<file path="config.mk">
export PLATFORM = sky130hd
export DESIGN_NAME = nvm_prog_ctrl
export DESIGN_NICKNAME = d
export VERILOG_FILES = /design/src/rtl/nvm_prog_ctrl.sv
export SDC_FILE = /design/constraint.sdc
export NUM_CORES = 1
export LEC_CHECK = 0
export CORE_MARGIN = 1
export CORE_UTILIZATION = 47
export DETAILED_ROUTE_END_ITERATION = 16
export MAX_ROUTING_LAYER = met4
export PLACE_DENSITY = 0.81
export SYNTH_ARGS = -nofsm -noshare
export SYNTH_HDL_FRONTEND = slang
export SYNTH_SLANG_ARGS = --single-unit
</file>
<file path="constraint.sdc">
create_clock -name clk -period 2.4 [get_ports clk]
set_clock_uncertainty 0.1 [all_clocks]
set_input_delay 0.48 -clock clk [delete_from_list [all_inputs] [get_ports clk]]
set_output_delay 0.48 -clock clk [all_outputs]
set_load 0.1 [all_outputs]
</file>
<file path="src/rtl/nvm_prog_ctrl.sv">
// NVM program/erase/read command controller.
// Runs one command at a time: word read, word program with read-back verify, and sector erase.
module nvm_prog_ctrl #(
    parameter int unsigned MEM_ADDR_WIDTH = 10,
    parameter int unsigned MEM_DATA_WIDTH = 32,
    parameter int unsigned PROG_CYCLES    = 8,
    parameter int unsigned SECTOR_BITS    = 4
) (
    input  logic                      clk,
    input  logic                      rst_n,
    input  logic                      req_valid,
    output logic                      req_ready,
    input  logic [1:0]                req_op,
    input  logic [MEM_ADDR_WIDTH-1:0] req_addr,
    input  logic [MEM_DATA_WIDTH-1:0] req_wdata,
    input  logic                      lock,
    output logic                      rsp_valid,
    output logic [MEM_DATA_WIDTH-1:0] rsp_rdata,
    output logic                      rsp_err,
    output logic                      mem_we,
    output logic [MEM_ADDR_WIDTH-1:0] mem_addr,
    output logic [MEM_DATA_WIDTH-1:0] mem_wd,
    input  logic [MEM_DATA_WIDTH-1:0] mem_rd
);

    localparam int unsigned CNT_W = 8;
    localparam int unsigned OFS_W = SECTOR_BITS + 1;

    localparam logic [2:0] S_IDLE   = 3'd0;
    localparam logic [2:0] S_READ   = 3'd1;
    localparam logic [2:0] S_PROG   = 3'd2;
    localparam logic [2:0] S_PWAIT  = 3'd3;
    localparam logic [2:0] S_VERIFY = 3'd4;
    localparam logic [2:0] S_ERASE  = 3'd5;
    localparam logic [2:0] S_RESP   = 3'd6;

    localparam logic [1:0] OP_READ  = 2'b00;
    localparam logic [1:0] OP_PROG  = 2'b01;
    localparam logic [1:0] OP_ERASE = 2'b10;
    localparam logic [1:0] OP_RSVD  = 2'b11;

    localparam logic [CNT_W-1:0]          WAIT_LOAD   = CNT_W'(PROG_CYCLES - 2);
    localparam logic [MEM_ADDR_WIDTH-1:0] SECTOR_MASK = MEM_ADDR_WIDTH'((1 << SECTOR_BITS) - 1);

    logic [2:0]                r_state;
    logic [1:0]                r_op;
    logic [MEM_ADDR_WIDTH-1:0] r_addr;
    logic [MEM_DATA_WIDTH-1:0] r_wdata;
    logic [MEM_DATA_WIDTH-1:0] r_rdata;
    logic                      r_err;
    logic [CNT_W-1:0]          r_wait_cnt;
    logic [OFS_W-1:0]          r_ofs;

    logic [2:0]                w_state_nxt;
    logic                      w_accept;
    logic                      w_bad_cmd;
    logic [OFS_W-1:0]          w_ofs_inc;
    logic                      w_erase_last;
    logic [MEM_ADDR_WIDTH-1:0] w_erase_addr;

    assign w_accept  = req_valid && (r_state == S_IDLE);
    assign w_bad_cmd = (req_op == OP_RSVD) || ((req_op != OP_READ) && lock);
    assign w_ofs_inc = r_ofs + OFS_W'(1);

    // Offset counter carries into its extra bit after the last sector word.
    assign w_erase_last = w_ofs_inc[SECTOR_BITS];
    // Offset is OR-ed into a cleared field, so it never carries into the sector number.
    assign w_erase_addr = (r_addr & ~SECTOR_MASK) | (MEM_ADDR_WIDTH'(r_ofs) & SECTOR_MASK);

    // State register
    always_ff @(posedge clk or negedge rst_n) begin
        if (!rst_n) begin
            r_state <= S_IDLE;
        end else begin
            r_state <= w_state_nxt;
        end
    end

    // Next state and output decode
    always_comb begin
        w_state_nxt = r_state;
        req_ready   = 1'b0;
        rsp_valid   = 1'b0;
        rsp_err     = 1'b0;
        rsp_rdata   = '0;
        mem_we      = 1'b0;
        mem_addr    = r_addr;
        mem_wd      = '0;

        case (r_state)
            S_IDLE: begin
                req_ready = 1'b1;
                mem_addr  = req_addr;
                if (w_accept) begin
                    if (w_bad_cmd) begin
                        w_state_nxt = S_RESP;
                    end else if (req_op == OP_READ) begin
                        w_state_nxt = S_READ;
                    end else if (req_op == OP_PROG) begin
                        w_state_nxt = S_PROG;
                    end else begin
                        w_state_nxt = S_ERASE;
                    end
                end
            end
            S_READ: begin
                w_state_nxt = S_RESP;
            end
            S_PROG: begin
                mem_we      = 1'b1;
                mem_wd      = r_wdata;
                w_state_nxt = S_PWAIT;
            end
            S_PWAIT: begin
                if (r_wait_cnt == '0) begin
                    w_state_nxt = S_VERIFY;
                end
            end
            S_VERIFY: begin
                w_state_nxt = S_RESP;
            end
            S_ERASE: begin
                mem_we   = 1'b1;
                mem_addr = w_erase_addr;
                mem_wd   = '1;
                if (w_erase_last) begin
                    w_state_nxt = S_RESP;
                end
            end
            S_RESP: begin
                rsp_valid   = 1'b1;
                rsp_err     = r_err;
                rsp_rdata   = (r_op == OP_READ) ? r_rdata : '0;
                w_state_nxt = S_IDLE;
            end
            default: begin
                w_state_nxt = S_IDLE;
            end
        endcase
    end

    // Command latches, wait/offset counters and response capture
    always_ff @(posedge clk or negedge rst_n) begin
        if (!rst_n) begin
            r_op       <= '0;
            r_addr     <= '0;
            r_wdata    <= '0;
            r_rdata    <= '0;
            r_err      <= 1'b0;
            r_wait_cnt <= '0;
            r_ofs      <= '0;
        end else begin
            case (r_state)
                S_IDLE: begin
                    if (w_accept) begin
                        r_op    <= req_op;
                        r_addr  <= req_addr;
                        r_wdata <= req_wdata;
                        r_rdata <= '0;
                        r_err   <= w_bad_cmd;
                        r_ofs   <= '0;
                    end
                end
                S_READ: begin
                    r_rdata <= mem_rd;
                end
                S_PROG: begin
                    r_wait_cnt <= WAIT_LOAD;
                end
                S_PWAIT: begin
                    if (r_wait_cnt != '0) begin
                        r_wait_cnt <= r_wait_cnt - CNT_W'(1);
                    end
                end
                S_VERIFY: begin
                    r_err <= (mem_rd != r_wdata);
                end
                S_ERASE: begin
                    r_ofs <= w_erase_last ? '0 : w_ofs_inc;
                end
                default: begin
                end
            endcase
        end
    end

endmodule
</file>
==> results.py, run 1 <==
metrics = {
    "outcome": {
        "outcome": "finished, violations left",
        "violations": "setup timing",
    },
    "synth": {
        "yosysSeqAreaShare_pct": 45.9,
        "ys_warn_count": 0,
        "ys.flop_type": "dfrtp_1",
        "avgSynthCellArea_um2": 10.1,
        "async_flop_share_pct": 100,
        "synth_edf_count": 0,
        "ys_seq_elements": 92,
        "syn_area_um2": 5010,
        "synthesis.nets": 581,
        "ys_types": 45,
        "syn_inst": 498,
    },
    "timing": {
        "tns_ns": -2.56,
        "max_freq_mhz": 403,
        "setup_ws_ns": -0.0804,
        "rsz0062_at_grt": "yes",
        "period_needed_ns": 2.48,
        "finalCritPeriodShare_pct": 103,
        "max_slew.worst_pin.slew_ns": 0.510,
        "hold_viol_final": 0,
        "hold_slack_ns": 0.412,
        "final-setup-viol-count": 52,
        "relSlewSlack_pct": 65.8,
        "drv_slew": 0,
    },
    "setup_path": {
        "cp_cell_sequence": "nor2b_2 -> and2_4 -> nor3b_4 -> buf_6 -> and2_2 -> buf_12",
        "worst-path-buf-inv": 2,
        "cp-end-kind": "output port",
        "critPathLaunchType": "register",
        "cpPeakStageDelay_ns": 0.43,
        "critPathTopFamily": "simple AND/OR/NAND/NOR gates",
        "worstPathArrival_ns": 1.90,
        "crit_fanout": 16,
        "cp.required_ns": 1.82,
        "path_class": "register to output port",
        "crit_path_top_delay_cell": "dfrtp_1",
    },
    "layout": {
        "final_nets": 749,
        "drive_above_1_share_pct": 37.9,
        "area_growth_pct": 63.5,
        "fillers": 582,
        "final-seq-area_um2": 2300,
        "final_cells": 806,
        "final_cell_mix": "105 x nand2_1, 92 x dfrtp_1, 84 x buf_12, 78 x clkdlybuf4s50_1, 50 x mux2_4",
        "diodes": 0,
        "final_common_cell": "nand2_1",
        "multi_input_area_um2": 2760,
    },
    "detailed_routing": {
        "wl_per_cell_um": 19.8,
        "drc": 0,
        "dr.first_iter.drc_count": 261,
        "drtPass1Iterations": 5,
        "ant_nets": 0,
        "totalWireLength_mm": 16.0,
        "vias": 4443,
        "vias_per_cell": 5.51,
    },
    "clock_network": {
        "cts_buffers": 9,
        "cts_tree": "done",
        "cts_buffer_depth": 2,
        "cts_sinks": 92,
        "clkSlewWorstSetupHoldPaths_ns": 0.09,
        "clkLatencyLatePin_ns": 0.36,
        "htree_levels": 3,
        "ctsRootBufferMaster": "clkbuf_8",
    },
    "global_route": {
        "grt_pass1_wl_mm": 24.4,
        "overflow": 0,
        "grt_max_degree": 63,
        "antenna_found_initial": 0,
        "grt_usage_pct": 29.3,
        "grt_pass1_vias": 4578,
    },
    "die": {
        "die_w_um": 105,
        "coreArea_um2": 10300,
        "start_util_pct": 48.6,
        "io_pins": 158,
        "die_area_um2": 11100,
        "fp-row-count": 37,
        "die_y_um": 105,
    },
    "power_and_ir_drop": {
        "totalPowerFinal_mw": 13.5,
        "irDropWorstVdd_mv": 1.40,
        "p_leak_nw": 3.73,
        "p_per_area_nw_per_um2": 1650,
    },
    "place": {
        "place_congestion": 0.886,
        "place_ws_ns": 0.101,
        "dp_hpwl_mm": 11.4,
        "io_buffers": 157,
        "dp_cells": 780,
    },
    "worst_hold_path": {
        "hp-class": "register to register",
    },
    "job": {
        "drv_cap": 0,
    },
}
[synthesized netlist by cell type (all sizes together), types with 2 or more instances]
| master | number | area [um2] |
|---|---|---|
| mux2i | 2 | 20.0 |
| inv | 3 | 11.3 |
| clkbuf | 17 | 63.8 |
| or3 | 2 | 12.5 |
| nand3b | 2 | 15.0 |
| xnor2 | 30 | 263 |
| or2 | 2 | 12.5 |
| nand2b | 3 | 18.8 |
| mux2 | 51 | 739 |
| and3 | 2 | 12.5 |
| nor4 | 2 | 12.5 |
| o21ai | 38 | 190 |
| buf | 12 | 101 |
| nor2b | 2 | 12.5 |
| o22a | 10 | 87.6 |
| nor3 | 4 | 31.3 |
| dfrtp | 92 | 2300 |
| nand3 | 6 | 30.0 |
| and2 | 34 | 213 |
| nand2 | 138 | 526 |
| ha | 3 | 37.5 |
| nor2 | 7 | 26.3 |
| a21oi | 7 | 35.0 |
| o22ai | 2 | 12.5 |
| a31oi | 3 | 25.0 |
| nand4 | 8 | 50.1 |
| xor2 | 4 | 35.0 |
[metrics by stage]
step	cell area, um2	utilization, %
2_1_floorplan	5220	-
3_3_place_gp	7780	75.4
3_5_place_dp	7780	75.4
4_1_cts	8130	78.8
5_1_grt	8200	79.4
6_report	8200	79.4
[state kept, by name, indices dropped and copies added (netlist names)]
name        flops
r_rdata        32
r_wdata        32
r_addr         10
r_wait_cnt      8
r_ofs           4
r_state         3
r_op            2
r_err           1
[logic make-up after synthesis]
group                    share of synthesized area, %
AO/OA/AOI/OAI                                    8.36
XOR/XNOR                                         5.94
adder cells (fa/ha/maj)                         0.948
buffers and inverters                            3.52
flip-flops                                       45.9
multiplexers                                     15.1
AND/OR/NAND/NOR                                  20.2
[where the power goes]
part	leakage, nW	switching [mW]	internal [mW]	total (mW)
logic	2.47	5.66	3.79	9.45
registers	1.14	0.639	2.22	2.86
clock network	0.114	0.529	0.690	1.22
total	3.73	6.82	6.70	13.5
[path summary, 6_finish.rpt]
kind                               startpoint       endpoint  slack (ns)  depth (start not counted)
worst max-delay path               r_state[0]  rsp_rdata[10]       -0.08                          6
worst min-delay path            r_wait_cnt[4]  r_wait_cnt[4]        0.41                          1
worst max register to register     r_state[0]        r_op[1]        0.17                          8
worst min register to register  r_wait_cnt[4]  r_wait_cnt[4]        0.41                          1
max in group asynchronous               rst_n          r_err        0.97                          3
min in group asynchronous               rst_n     r_wdata[6]        0.48                          2
[metal layers]
metal  vias to the layer above  track usage [%]  routed length [um]
li1                       2014                -                   -
met1                      2175             36.0                6430
met2                       211             48.8                8080
met3                        43             4.08                 967
met4                         0             12.4                 518
met5                         -                -                   0
[worst reg2reg max path: stages (launching register included)]
cell and delay [ns]:
dfrtp_1 0.43, buf_4 0.20, nor3_4 0.19, buf_6 0.18, buf_4 0.12, buf_4 0.12, nand2_4 0.16, buf_4 0.29
mux2_4 0.34
[area by class of cell]
cell class,instances,area share (%)
Sequential cell,92,28.1
Tap cell,136,2.08
Inverter,3,0.137
Clock inverter,4,1.21
Multi-Input combinational cell,374,33.7
Clock buffer,11,1.60
Timing Repair Buffer,186,33.2
[what timing repair did]
action	CTS	global route
gates cloned	1	3
resized for setup	11	8
setup buffers	6	2
pin swaps	0	2
setup endpoints to repair	74	68
hold buffers	1	0
hold endpoints to repair	25	0
Note: power is estimated with default switching activity, not from simulation.
==> run 2: changes to the inputs <==
ABC_CLOCK_PERIOD_IN_PS = 2400   (was not set)
==> results of run 2 <==
Final layout, timing and power as in run 1 (identical DEF).
==> run 3: changes to the inputs <==
CTS_CLUSTER_DIAMETER = 60   (was not set)
SKIP_LAST_GASP = 1   (was not set)
==> run 3 against run 2 <==
- the flow still finishes with violations (setup timing)
- worst hold slack got worse by 0.0016 ns
- critical path depth unchanged
- wire length rose by 0.78%
- largest cell class unchanged
- final cell count did not move
- die area stayed put
- via count shrank 0.50%
- core utilization about the same
==> results.py, run 3 (synthesis results as in run 1) <==
metrics = {
    "clock_network": {
        "ctsRootBufferMaster": "clkbuf_8",
        "cts_buffer_depth": 2,
        "cts_sinks": 92,
        "cts_tree": "done",
        "htree_levels": 3,
        "clkSlewWorstSetupHoldPaths_ns": 0.09,
        "cts_buffers": 9,
        "clkLatencyLatePin_ns": 0.36,
    },
    "die": {
        "fp-row-count": 37,
        "die_y_um": 105,
        "start_util_pct": 48.6,
        "coreArea_um2": 10300,
        "die_area_um2": 11100,
        "io_pins": 158,
        "die_w_um": 105,
    },
    "global_route": {
        "antenna_found_initial": 0,
        "grt_pass1_vias": 4591,
        "grt_pass1_wl_mm": 24.4,
        "overflow": 0,
        "grt_max_degree": 63,
        "grt_usage_pct": 29.4,
    },
    "timing": {
        "setup_ws_ns": -0.0958,
        "hold_viol_final": 0,
        "period_needed_ns": 2.50,
        "max_freq_mhz": 401,
        "max_slew.worst_pin.slew_ns": 0.506,
        "drv_slew": 0,
        "relSlewSlack_pct": 66.0,
        "rsz0062_at_grt": "yes",
        "final-setup-viol-count": 73,
        "finalCritPeriodShare_pct": 104,
    },
    "setup_path": {
        "rrSetupSlack_ns": 0.15,
        "cp-end-kind": "output port",
        "cp.required_ns": 1.82,
        "critPathLaunchType": "register",
        "worstPathArrival_ns": 1.92,
        "crit_fanout": 16,
        "path_class": "register to output port",
    },
    "layout": {
        "final_common_cell": "nand2_1",
        "area_growth_pct": 63.5,
        "fillers": 586,
        "utilization_pct": 79.4,
        "drive_above_1_share_pct": 37.8,
        "final_cell_mix": "106 x nand2_1, 92 x dfrtp_1, 84 x buf_12, 78 x clkdlybuf4s50_1, 50 x mux2_4",
        "final_nets": 749,
        "diodes": 0,
        "final_cell_area_um2": 8200,
        "top_regs": "r_rdata x32, r_wdata x32, r_addr x10",
        "final_cells": 806,
    },
    "power_and_ir_drop": {
        "p_leak_nw": 3.73,
        "irDropWorstVdd_mv": 1.46,
        "switching_power_mw": 6.85,
        "p_int_mw": 6.70,
        "combPwrFrac_pct": 69.8,
        "clockPowerShare_pct": 9.1,
        "p_per_area_nw_per_um2": 1650,
        "swShare_pct": 50.6,
        "seq_power_share_pct": 21.2,
    },
    "place": {
        "place_congestion": 0.886,
        "placed_area_um2": 7780,
        "io_buffers": 157,
        "dp_hpwl_mm": 11.4,
        "dp_cells": 780,
    },
    "detailed_routing": {
        "vias_per_cell": 5.49,
        "ant_nets": 0,
        "drc": 0,
        "dr.first_iter.drc_count": 277,
        "vias": 4421,
        "drtPass1Iterations": 5,
        "totalWireLength_mm": 16.1,
        "wl_per_cell_um": 20.0,
    },
    "outcome": {
        "violations": "setup timing",
        "outcome": "finished, violations left",
    },
    "worst_hold_path": {
        "hp-class": "register to register",
    },
    "job": {
        "drv_cap": 0,
    },
}
## run 3: cell types whose count changed in the layout (fill, tap and decap cells not counted)
cell	before	now
nand2_2	32	31
nand2_1	105	106
## run 3: worst paths after layout
| path | end | startpoint | depth (start not counted) |
|---|---|---|---|
| max | rsp_rdata[10] | r_state[0] | 6 |
| min | r_wait_cnt[4] | r_wait_cnt[4] | 1 |
| max reg2reg | r_op[1] | r_state[0] | 8 |
| min reg2reg | r_wait_cnt[4] | r_wait_cnt[4] | 1 |
| max in group asynchronous | r_rdata[1] | rst_n | 3 |
| min in group asynchronous | r_wdata[6] | rst_n | 2 |
## run 3: stage by stage
step	hold slack [ns]	power [mW]	TNS (ns)	setup WS [ns]
after floorplan	0.0844	8.83	-10.66	-0.325
after global placement	0.313	11.7	0	0.0954
after detailed placement	0.314	12.0	0	0.101
after CTS	0.412	13.4	-3.57	-0.105
after global routing	0.418	14.0	-9.45	-0.174
final	0.410	13.5	-3.83	-0.0958
## run 3: routing by layer
| layer | track usage (%) | routed length (um) | vias to the layer above |
|---|---|---|---|
| li1 | - | - | 2008 |
| met4 | 13.3 | 565 | 0 |
| met1 | 35.8 | 6500 | 2139 |
| met2 | 48.5 | 8060 | 228 |
| met3 | 4.21 | 993 | 46 |
| met5 | - | 0 | - |
## run 3: area by class of cell
cell class | instances | area (um2) | share of cell area (%)
multi-input combinational | 374 | 2760 | 33.7
timing repair buffer | 186 | 2720 | 33.2
sequential | 92 | 2300 | 28.1
tap | 136 | 170 | 2.08
clock buffer | 11 | 131 | 1.60
clock inverter | 4 | 98.8 | 1.21
inverter | 3 | 11.3 | 0.137
## run 3: power by group through the flow
stage	clock network [mW]	logic, mW	registers (mW)
2_1_floorplan	0	6.20	2.63
3_3_place_gp	0	8.94	2.80
3_5_place_dp	0	9.13	2.86
4_1_cts	1.23	9.32	2.83
5_1_grt	1.28	9.80	2.93
6_report	1.23	9.45	2.87
## run 3: worst max-delay path, cell delays in order (launching register included)
cell     delay [ns]
dfrtp_1        0.43
nor2b_2        0.15
and2_4         0.16
nor3b_4        0.23
buf_6          0.22
and2_2         0.19
buf_12         0.17
## run 3: timing repair
action                     CTS  global route
hold endpoints to repair    25             0
pin swaps                    0             1
setup buffers                6             2
gates cloned                 1             3
setup endpoints to repair   74            75
hold buffers                 1             0
resized for setup            8            10
